File: src/rtl/uart_rx_fifo_if.sv
// uart_rx_fifo_if: receiver-side write strobe, host read handshake and
// status outputs of the UART receive FIFO, bundled for port connection.
interface uart_rx_fifo_if #(
    parameter int DATA_BITS = 8,
    parameter int DEPTH     = 16
);
    localparam int CW = $clog2(DEPTH) + 1;

    logic                 RxReady;
    logic [DATA_BITS-1:0] RxData;
    logic                 ReadEn;
    logic                 ClearOverrun;
    logic [DATA_BITS-1:0] ReadData;
    logic                 ReadValid;
    logic                 Empty;
    logic                 Full;
    logic                 AlmostFull;
    logic [CW-1:0]        Count;
    logic                 Overrun;

    // Host / receiver side: drives strobes, observes data and status
    modport master (
        output RxReady, RxData, ReadEn, ClearOverrun,
        input  ReadData, ReadValid, Empty, Full, AlmostFull, Count, Overrun
    );

    // FIFO side
    modport slave (
        input  RxReady, RxData, ReadEn, ClearOverrun,
        output ReadData, ReadValid, Empty, Full, AlmostFull, Count, Overrun
    );
endinterface

File: src/rtl/uart_rx_fifo.sv
// uart_rx_fifo: byte buffer behind the UART receiver. Captures every
// RxReady strobe while not full, drops (and flags Overrun) while full,
// and hands bytes to the host through ReadEn.
// Optional macro UART_RX_FIFO_FWFT_EN selects first-word fall-through
// output; when undefined the read data is registered (1-cycle latency).
module uart_rx_fifo #(
    parameter int DATA_BITS         = 8,
    parameter int DEPTH             = 16,
    parameter int ALMOST_FULL_LEVEL = 12
) (
    input  logic           clk,
    input  logic           rst,
    uart_rx_fifo_if.slave  bus
);
    localparam int AW = $clog2(DEPTH);
    localparam int CW = AW + 1;

    logic [DATA_BITS-1:0] mem_q [DEPTH];
    logic [CW-1:0]        wr_ptr_q, wr_ptr_d;
    logic [CW-1:0]        rd_ptr_q, rd_ptr_d;
    logic [CW-1:0]        count_q, count_d;
    logic                 overrun_q, overrun_d;

    logic                 empty, full, almost_full;
    logic                 wr_acc, rd_acc, wr_drop;
    logic [AW-1:0]        wr_idx, rd_idx;

    // Status flags come only from registered count; accept decisions use them
    always_comb begin
        empty       = (count_q == '0);
        full        = (count_q == CW'(DEPTH));
        almost_full = (count_q >= CW'(ALMOST_FULL_LEVEL));
        wr_acc      = bus.RxReady && !full;
        wr_drop     = bus.RxReady && full;   // a same-cycle pop does not rescue it
        rd_acc      = bus.ReadEn && !empty;  // no bypass when empty
        wr_idx      = wr_ptr_q[AW-1:0];
        rd_idx      = rd_ptr_q[AW-1:0];
    end

    // Next-state for pointers, occupancy and the sticky overrun flag
    always_comb begin
        wr_ptr_d  = wr_ptr_q;
        rd_ptr_d  = rd_ptr_q;
        count_d   = count_q;
        overrun_d = overrun_q;
        if (wr_acc) wr_ptr_d = wr_ptr_q + CW'(1);
        if (rd_acc) rd_ptr_d = rd_ptr_q + CW'(1);
        case ({wr_acc, rd_acc})
            2'b10:   count_d = count_q + CW'(1);
            2'b01:   count_d = count_q - CW'(1);
            default: count_d = count_q;
        endcase
        // set wins over clear
        if (wr_drop)               overrun_d = 1'b1;
        else if (bus.ClearOverrun) overrun_d = 1'b0;
    end

    // Control state registers
    always_ff @(posedge clk or posedge rst) begin
        if (rst) begin
            wr_ptr_q  <= '0;
            rd_ptr_q  <= '0;
            count_q   <= '0;
            overrun_q <= 1'b0;
        end else begin
            wr_ptr_q  <= wr_ptr_d;
            rd_ptr_q  <= rd_ptr_d;
            count_q   <= count_d;
            overrun_q <= overrun_d;
        end
    end

    // Storage array; cleared on reset so no stale byte survives it
    always_ff @(posedge clk or posedge rst) begin
        if (rst) begin
            for (int i = 0; i < DEPTH; i++) mem_q[i] <= '0;
        end else if (wr_acc) begin
            mem_q[wr_idx] <= bus.RxData;
        end
    end

`ifdef UART_RX_FIFO_FWFT_EN
    // Head entry is presented directly; ReadEn acknowledges and pops it
    always_comb begin
        bus.ReadData  = mem_q[rd_idx];
        bus.ReadValid = !empty;
    end
`else
    logic [DATA_BITS-1:0] rd_data_q, rd_data_d;
    logic                 rd_valid_q, rd_valid_d;

    // Registered read: popped byte held until the next pop, valid for one cycle
    always_comb begin
        rd_data_d  = rd_data_q;
        rd_valid_d = rd_acc;
        if (rd_acc) rd_data_d = mem_q[rd_idx];
    end

    // Read output registers
    always_ff @(posedge clk or posedge rst) begin
        if (rst) begin
            rd_data_q  <= '0;
            rd_valid_q <= 1'b0;
        end else begin
            rd_data_q  <= rd_data_d;
            rd_valid_q <= rd_valid_d;
        end
    end

    // Drive registered read outputs
    always_comb begin
        bus.ReadData  = rd_data_q;
        bus.ReadValid = rd_valid_q;
    end
`endif

    // Drive status outputs
    always_comb begin
        bus.Empty      = empty;
        bus.Full       = full;
        bus.AlmostFull = almost_full;
        bus.Count      = count_q;
        bus.Overrun    = overrun_q;
    end
endmodule
File: src/flat_wrapper.sv
// flat-port wrapper written by rule: the top's interface ports become plain ports
module uart_rx_fifo_flat 
#(
    parameter int DATA_BITS         = 8,
    parameter int DEPTH             = 16,
    parameter int ALMOST_FULL_LEVEL = 12
)
  (clk, rst, bus_RxReady, bus_RxData, bus_ReadEn, bus_ClearOverrun, bus_ReadData, bus_ReadValid, bus_Empty, bus_Full, bus_AlmostFull, bus_Count, bus_Overrun);
  uart_rx_fifo_if #(.DATA_BITS(DATA_BITS), .DEPTH(DEPTH)) bus_i ();
  input  logic clk;
  input  logic rst;
  input wire logic [$bits(bus_i.RxReady)-1:0] bus_RxReady;
  input wire logic [$bits(bus_i.RxData)-1:0] bus_RxData;
  input wire logic [$bits(bus_i.ReadEn)-1:0] bus_ReadEn;
  input wire logic [$bits(bus_i.ClearOverrun)-1:0] bus_ClearOverrun;
  output wire logic [$bits(bus_i.ReadData)-1:0] bus_ReadData;
  output wire logic [$bits(bus_i.ReadValid)-1:0] bus_ReadValid;
  output wire logic [$bits(bus_i.Empty)-1:0] bus_Empty;
  output wire logic [$bits(bus_i.Full)-1:0] bus_Full;
  output wire logic [$bits(bus_i.AlmostFull)-1:0] bus_AlmostFull;
  output wire logic [$bits(bus_i.Count)-1:0] bus_Count;
  output wire logic [$bits(bus_i.Overrun)-1:0] bus_Overrun;
  assign bus_i.RxReady = bus_RxReady;
  assign bus_i.RxData = bus_RxData;
  assign bus_i.ReadEn = bus_ReadEn;
  assign bus_i.ClearOverrun = bus_ClearOverrun;
  assign bus_ReadData = bus_i.ReadData;
  assign bus_ReadValid = bus_i.ReadValid;
  assign bus_Empty = bus_i.Empty;
  assign bus_Full = bus_i.Full;
  assign bus_AlmostFull = bus_i.AlmostFull;
  assign bus_Count = bus_i.Count;
  assign bus_Overrun = bus_i.Overrun;
  uart_rx_fifo #(.DATA_BITS(DATA_BITS), .DEPTH(DEPTH), .ALMOST_FULL_LEVEL(ALMOST_FULL_LEVEL)) u_core (.clk(clk), .rst(rst), .bus(bus_i));
endmodule
File: config.mk
export PLATFORM = sky130hd
export DESIGN_NAME = uart_rx_fifo_flat
export DESIGN_NICKNAME = d
export VERILOG_FILES = /design/src/rtl/uart_rx_fifo_if.sv /design/src/rtl/uart_rx_fifo.sv /design/src/flat_wrapper.sv
export SDC_FILE = /design/constraint.sdc
export NUM_CORES = 1
export LEC_CHECK = 0
export CAP_MARGIN = 0
export CORE_ASPECT_RATIO = 0.8
export CORE_MARGIN = 2
export CORE_UTILIZATION = 34
export DETAILED_ROUTE_END_ITERATION = 16
export PLACE_DENSITY_LB_ADDON = 0.1
export SYNTH_ARGS = -nofsm -noshare
export SYNTH_HDL_FRONTEND = slang
export SYNTH_SLANG_ARGS = --single-unit
File: constraint.sdc
create_clock -name clk -period 6.8 [get_ports clk]
set_input_delay 1.36 -clock clk [delete_from_list [all_inputs] [get_ports clk]]
set_output_delay 1.36 -clock clk [all_outputs]
set_load 0.01 [all_outputs]
---- After elaboration in Yosys (flattened, before gate mapping) ----
Index checks and enable logic that the tools add are counted.
W data, S select, Z words.
word-level totals
  bits in registers ....................... 153
  input port bits ......................... 13
  output and inout port bits .............. 18
  word-level logic and storage cells ...... 53
cells by class
  $add $sub $neg .......................... 4
  magnitude comparators ................... 4
  equal/unequal tests ..................... 3
  muxes and demuxes ....................... 9
  bitwise logic cells ..................... 2
  reduce and logical (&&, ||, !) cells .... 9
operators with widths
  cell                   count
  $bwmux W128            1
  $bmux W8 S4            1
  $demux W8 S4           1
  $mux W8                3
  $add A5 B1 Y5 const B  3
  $ge A5 B5 Y1 const B   2
  $not A4 Y5             2
  $pmux W5 S2            1
  $eq A5 B5 Y1 const B   1
  $ge A5 B4 Y1 const B   1
  $logic_not A5 Y1       1
  $lt A5 B1 Y1 const B   1
  $sub A5 B1 Y5 const B  1
  $logic_and A1 B1 Y1    4
  $reduce_bool A2 Y1     2
  $eq A2 B1 Y1 const B   1
  $eq A2 B2 Y1 const B   1
  $logic_not A1 Y1       2
  $mux W1                2

---- Logic depth before layout (Yosys ltp) ----
  word-level depth ........................ 6
  gate-level depth with buffers ........... 14
  depth with buffers taken out ............ 12

---- Least setup slack after synthesis ----
OpenSTA, ideal clock, no wires.
  path type ............................... input-to-reg
  start ................................... input bus_RxReady
  end ..................................... register u_core.count_q[4], in the netlist u_core.bus.Count[4]
  library setup time ...................... 0.131 ns
  data arrival time ....................... 3.300 ns
  required time ........................... 6.669 ns
  setup slack ............................. 3.369 ns
  cell stages on the path ................. 12
  buffers on the path ..................... 2
  cells stage by stage .................... and2_4 -> buf_6 -> buf_6 -> inv_1 -> ha_1 -> inv_1 -> fa_1 -> nor2b_1 -> o21ai_0 -> nand3_1 -> or3b_2 -> xnor2_1
between the ends
  longest elaborated chain between the ends .. 3
  elaborated cells on any way between the ends .. 5
  those cells by class .................... 2 x eq/ne; 1 x mux; 2 x reduce/logical
RTL lines
  item                                               line                RTL
  from (decl)                                        flat_wrapper.sv:12  input wire logic [$bits(bus_i.RxReady)-1:0] bus_RxReady;
  $logic_and A1 B1 Y1 *                              uart_rx_fifo.sv:33  wr_acc = bus.RxReady && !full;
  $eq A2 B1 Y1 or $eq A2 B2 Y1 (tied branches)       uart_rx_fifo.sv:48  case ({wr_acc, rd_acc})
  $pmux W5 S2 or $reduce_bool A2 Y1 (tied branches)  --
  to (signal assigned)                               uart_rx_fifo.sv:68  count_q <= count_d;
  to (decl)                                          uart_rx_fifo.sv:21  logic [CW-1:0] count_q, count_d;
Every way passes the cells marked *; elsewhere a longest branch is shown, timed or not.
A chain may end at the register's enable or synchronous reset.

---- Worst setup path after layout ----
Same ends and word-level chain as after synthesis.

==> results summary <==
The clock skew is 9.43 ps. The number of H-tree levels is 4. The post-CTS setup buffer count is 0. The clock reaches the later pin of the worst-skew pair after 410 ps.

After detailed routing, the average wire length per cell comes to 21.3 um. The area growth from synthesis to layout is 15.9%. The most used cell along the critical path is ha_1. The root buffer selected by CTS is clkbuf_16. Setup repair after global routing left no endpoint under its margin.

The post-detailed-route count of antenna-violating nets came out at 0. The leakage power total came out at 3.53 nW. The required time of the critical path came out at 7090 ps. The height of the die came out at 134 um. The hold violation total from the final report is 0. The depth of the worst register-to-register path came out at 10.

The path class of the lowest-slack min-delay path is reg -> reg. The cell area after synthesis is 7140 sq um. The core box area is 20600 sq um. TritonCTS built the clock tree.

The most critical setup path has its startpoint at bus_RxReady. Routability-driven placement finished with a final weighted congestion of 0.685. The number of antenna violations at the first check in global routing is 0. The routed wire length is 16300 um. The biggest area consumer among synthesized cells is dfrtp_1. The number of warnings printed during yosys synthesis is 0. In this design, the stage delay of the slowest critical-path cell is 480 ps.

The detailed placement HPWL is 10200 um. The total power density per cell area came out at 508 nW/um^2. The final-report max-slew violation count is 0. After detailed routing, the number of vias per cell comes to 5.08. The met2 usage is 23.7%. By area the synthesized netlist is led by dfrtp_1 53%, mux2_2 19%, mux4_2 10%. From left edge to right edge, the die measures 166 um. Across all register-to-register paths, the minimum setup slack is 3300 ps.

STA puts the critical path data arrival time at 4040 ps. The critical path is of the in -> reg type. The die area is 22200 sq um. Based on the critical path, the design can be clocked at up to 0.267 GHz. The initial DRC count came out at 162. The share of final-layout standard cells stronger than drive strength 1 is 43.7%. The slew at the pin with the worst max-slew slack is 1040 ps.

The flip-flop and latch count after synthesis came out at 151. The instance count of the mapped netlist is 460. For this run, the total global-route usage over all layers was measured as 15.6%. The share of synthesized area in the top cell type comes to 53.0%. The reg-to-reg startpoint is u_core.bus.Count[0]$_DFFE_PP0P_. The total inserted antenna cells came out at 0. The largest net degree at the start of global routing came out at 95. Counting the buffers created by CTS gives 17. The number of clock sinks is 151. The number of nets in the layout is 505. The first-pass GRT wire length is 25700 um. Among all stages on the critical path, the largest delay is contributed by clkdlybuf4s50_1. The maximum VDD drop came out at 0.191 mV.

The flow ran to the end, and the final reports show no timing, DRC or antenna violations. The max-cap check violation count is 0. The total congestion overflow is 0.

In this run the worst path has a maximum fanout of 22. The met3 layer usage reported by global route is 3.27%. In this run the tool buffered the top-level ports with 30 buffer cells. The count of distinct cell types in the synthesized netlist is 37. In this run the worst setup path terminates at u_core.bus.Count[4]$_DFFE_PP0P_.

The number of buffers on the longest clock path is 2. In this run, post-CTS hold repair placed 0 buffers. Of the synthesized area, sequential elements account for 53.0%.

The post-cts resize count came out at 0. The fraction of met1 tracks used by global routing came out at 22.9%. The number of endpoints failing setup at the final stage came out at 0.

The post-CTS clock slew at the launch and capture registers of the worst setup and hold paths is 60 ps. The filler cells instantiated in the layout total 1912. The critical path goes through clkdlybuf4s50_1 > and2_4 > inv_1 > ha_1 > ha_1 > nor2b_1 > o21ai_0 > a21oi_1 > or3b_2 > xnor2_1. The boundary pin count is 31. The kind of launch point of the worst setup path is a primary input.

At the end of the flow the core is filled with cells to 40.1%. Once the floorplan was initialized, standard cells occupied 34.6% of the core. The number of search-and-repair iterations in the first detailed-routing pass is 6. The final worst-path cycle share is 55.1%. The shortest period the worst path allows came out at 3750 ps. The peak-usage layer in the global routing report is met2.

The mean area per synthesized cell is 15.5 sq um. When the netlist entered floorplanning its net count stood at 483. The overall via count from detail_route came out at 3876.

After detailed routing, the number of remaining DRC violations is 0. The number of rows in the core area came out at 47. The via count of the first global-routing pass came to 4136. The worst setup path is captured at a register. The endpoint of the worst-slack reg-to-reg timing path is u_core.bus.Count[4]$_DFFE_PP0P_. In this run the tightest slew margin relative to its limit is 30.8%. For the final routed database, the setup TNS stands at 0 ps.
==> final cells by class <==
cell class / count / area [sq um] / area share (%)
clock inverters: 13 / 201 / 2.44
inverters: 11 / 46.3 / 0.560
multi-input cells: 269 / 3150 / 38.1
clock buffers: 18 / 439 / 5.31
repair buffers: 32 / 315 / 3.81
well taps: 269 / 337 / 4.07
flip-flops and latches: 151 / 3780 / 45.7
==> metrics by stage <==
stage / instance area (sq um) / hold WS (ps) / setup WS (ps) / total power [W] / cells
after floorplan: 7140 / 459 / 1380 / 0.00276 / 460
after global placement: 7630 / 470 / 2680 / 0.00316 / 732
after detailed placement: 7630 / 481 / 2630 / 0.00321 / 732
after CTS: 8270 / 495 / 3070 / 0.00425 / 763
after global routing: 8270 / 510 / 2850 / 0.00446 / 763
final: 8270 / 492 / 3050 / 0.00420 / 763
==> power by group <==
group	internal [W]	switching [W]	leakage, nW
clock network	0.000657	0.000376	0.308
logic	0.000874	0.000622	1.36
registers	0.00133	0.000339	1.86
total	0.00286	0.00134	3.53
==> placed cells by master, fill, tap and decap left out, types with 5 or more instances in the layout <==
cell type	netlist	final
ha_1	9	9
nand3_4	12	12
inv_1	11	10
bufinv_16	0	5
mux4_2	33	33
nand2_1	26	26
o21ai_0	11	11
mux2_4	8	8
clkdlybuf4s50_1	0	30
mux2i_1	8	8
o221ai_1	7	7
dfrtp_1	151	149
mux2_2	118	118
clkbuf_16	0	17
xnor2_1	8	8
==> routing by layer <==
metal | vias to the layer above | part of all wire [%] | routed length (um)
li1 | 1733 | - | -
met1 | 2096 | 52 | 8420
met2 | 39 | 45 | 7400
met3 | 8 | 2.2 | 365
met4 | 0 | 0.61 | 99
met5 | - | 0 | 0
==> worst min path at each step <==
stage,start,end,slack (ps),depth (start not counted)
floorplan,u_core.mem_q[49]$_DFFE_PP0P_,u_core.mem_q[49]$_DFFE_PP0P_,460,1
global placement,u_core.mem_q[49]$_DFFE_PP0P_,u_core.mem_q[49]$_DFFE_PP0P_,470,1
detailed placement,u_core.mem_q[49]$_DFFE_PP0P_,u_core.mem_q[49]$_DFFE_PP0P_,480,1
CTS,u_core.mem_q[49]$_DFFE_PP0P_,u_core.mem_q[49]$_DFFE_PP0P_,500,1
global route,u_core.mem_q[29]$_DFFE_PP0P_,u_core.mem_q[29]$_DFFE_PP0P_,510,1
finish,u_core.mem_q[49]$_DFFE_PP0P_,u_core.mem_q[49]$_DFFE_PP0P_,490,1
==> logic make-up (layout without fill, tap and decap cells) <==
logic type	Yosys count	in the layout	synth area share, %
AOI/OAI and AO/OA	24	24	2.33
xor gates and xnor gates	10	10	1.23
adders and majority gates	10	10	1.86
buffers and inverters	40	74	2.93
DFF	151	151	53.0
muxes	169	169	32.2
and+or+nand+nor	56	56	6.54
==> critical path: cells and delay by family <==
kind                       cells  cell delay [ps]
AOI/OAI and AO/OA              2              310
buffers and inverters          2              590
and+or+nand+nor                3             1070
xor gates and xnor gates       1              130
adders and majority gates      2              580
==> sequential cells by signal, indices dropped and copies added, names as in the netlist <==
name                  flops
u_core.bus.Overrun        1
u_core.bus.ReadValid      1
u_core.rd_ptr_q           4
u_core.wr_ptr_q           4
u_core.bus.Count          5
u_core.bus.ReadData       8
u_core.mem_q            128
==> cell usage after synthesis (all sizes together) <==
cell type and number:
or3b 1, clkbuf 11, mux4 33, o221ai 7, xnor2 8, ha 9
nor2 2, nand3 13, mux2i 8, a22o 1, nor4 1, xor2 2
mux2 128, nor2b 3, a21o 2, buf 18, and2 1, nand4 6
or2 1, a21oi 2, nand2b 1, dfrtp 151, inv 11, nand2 26
fa 1, o21ai 12, or4 1
(Power assumes the default switching activity.)
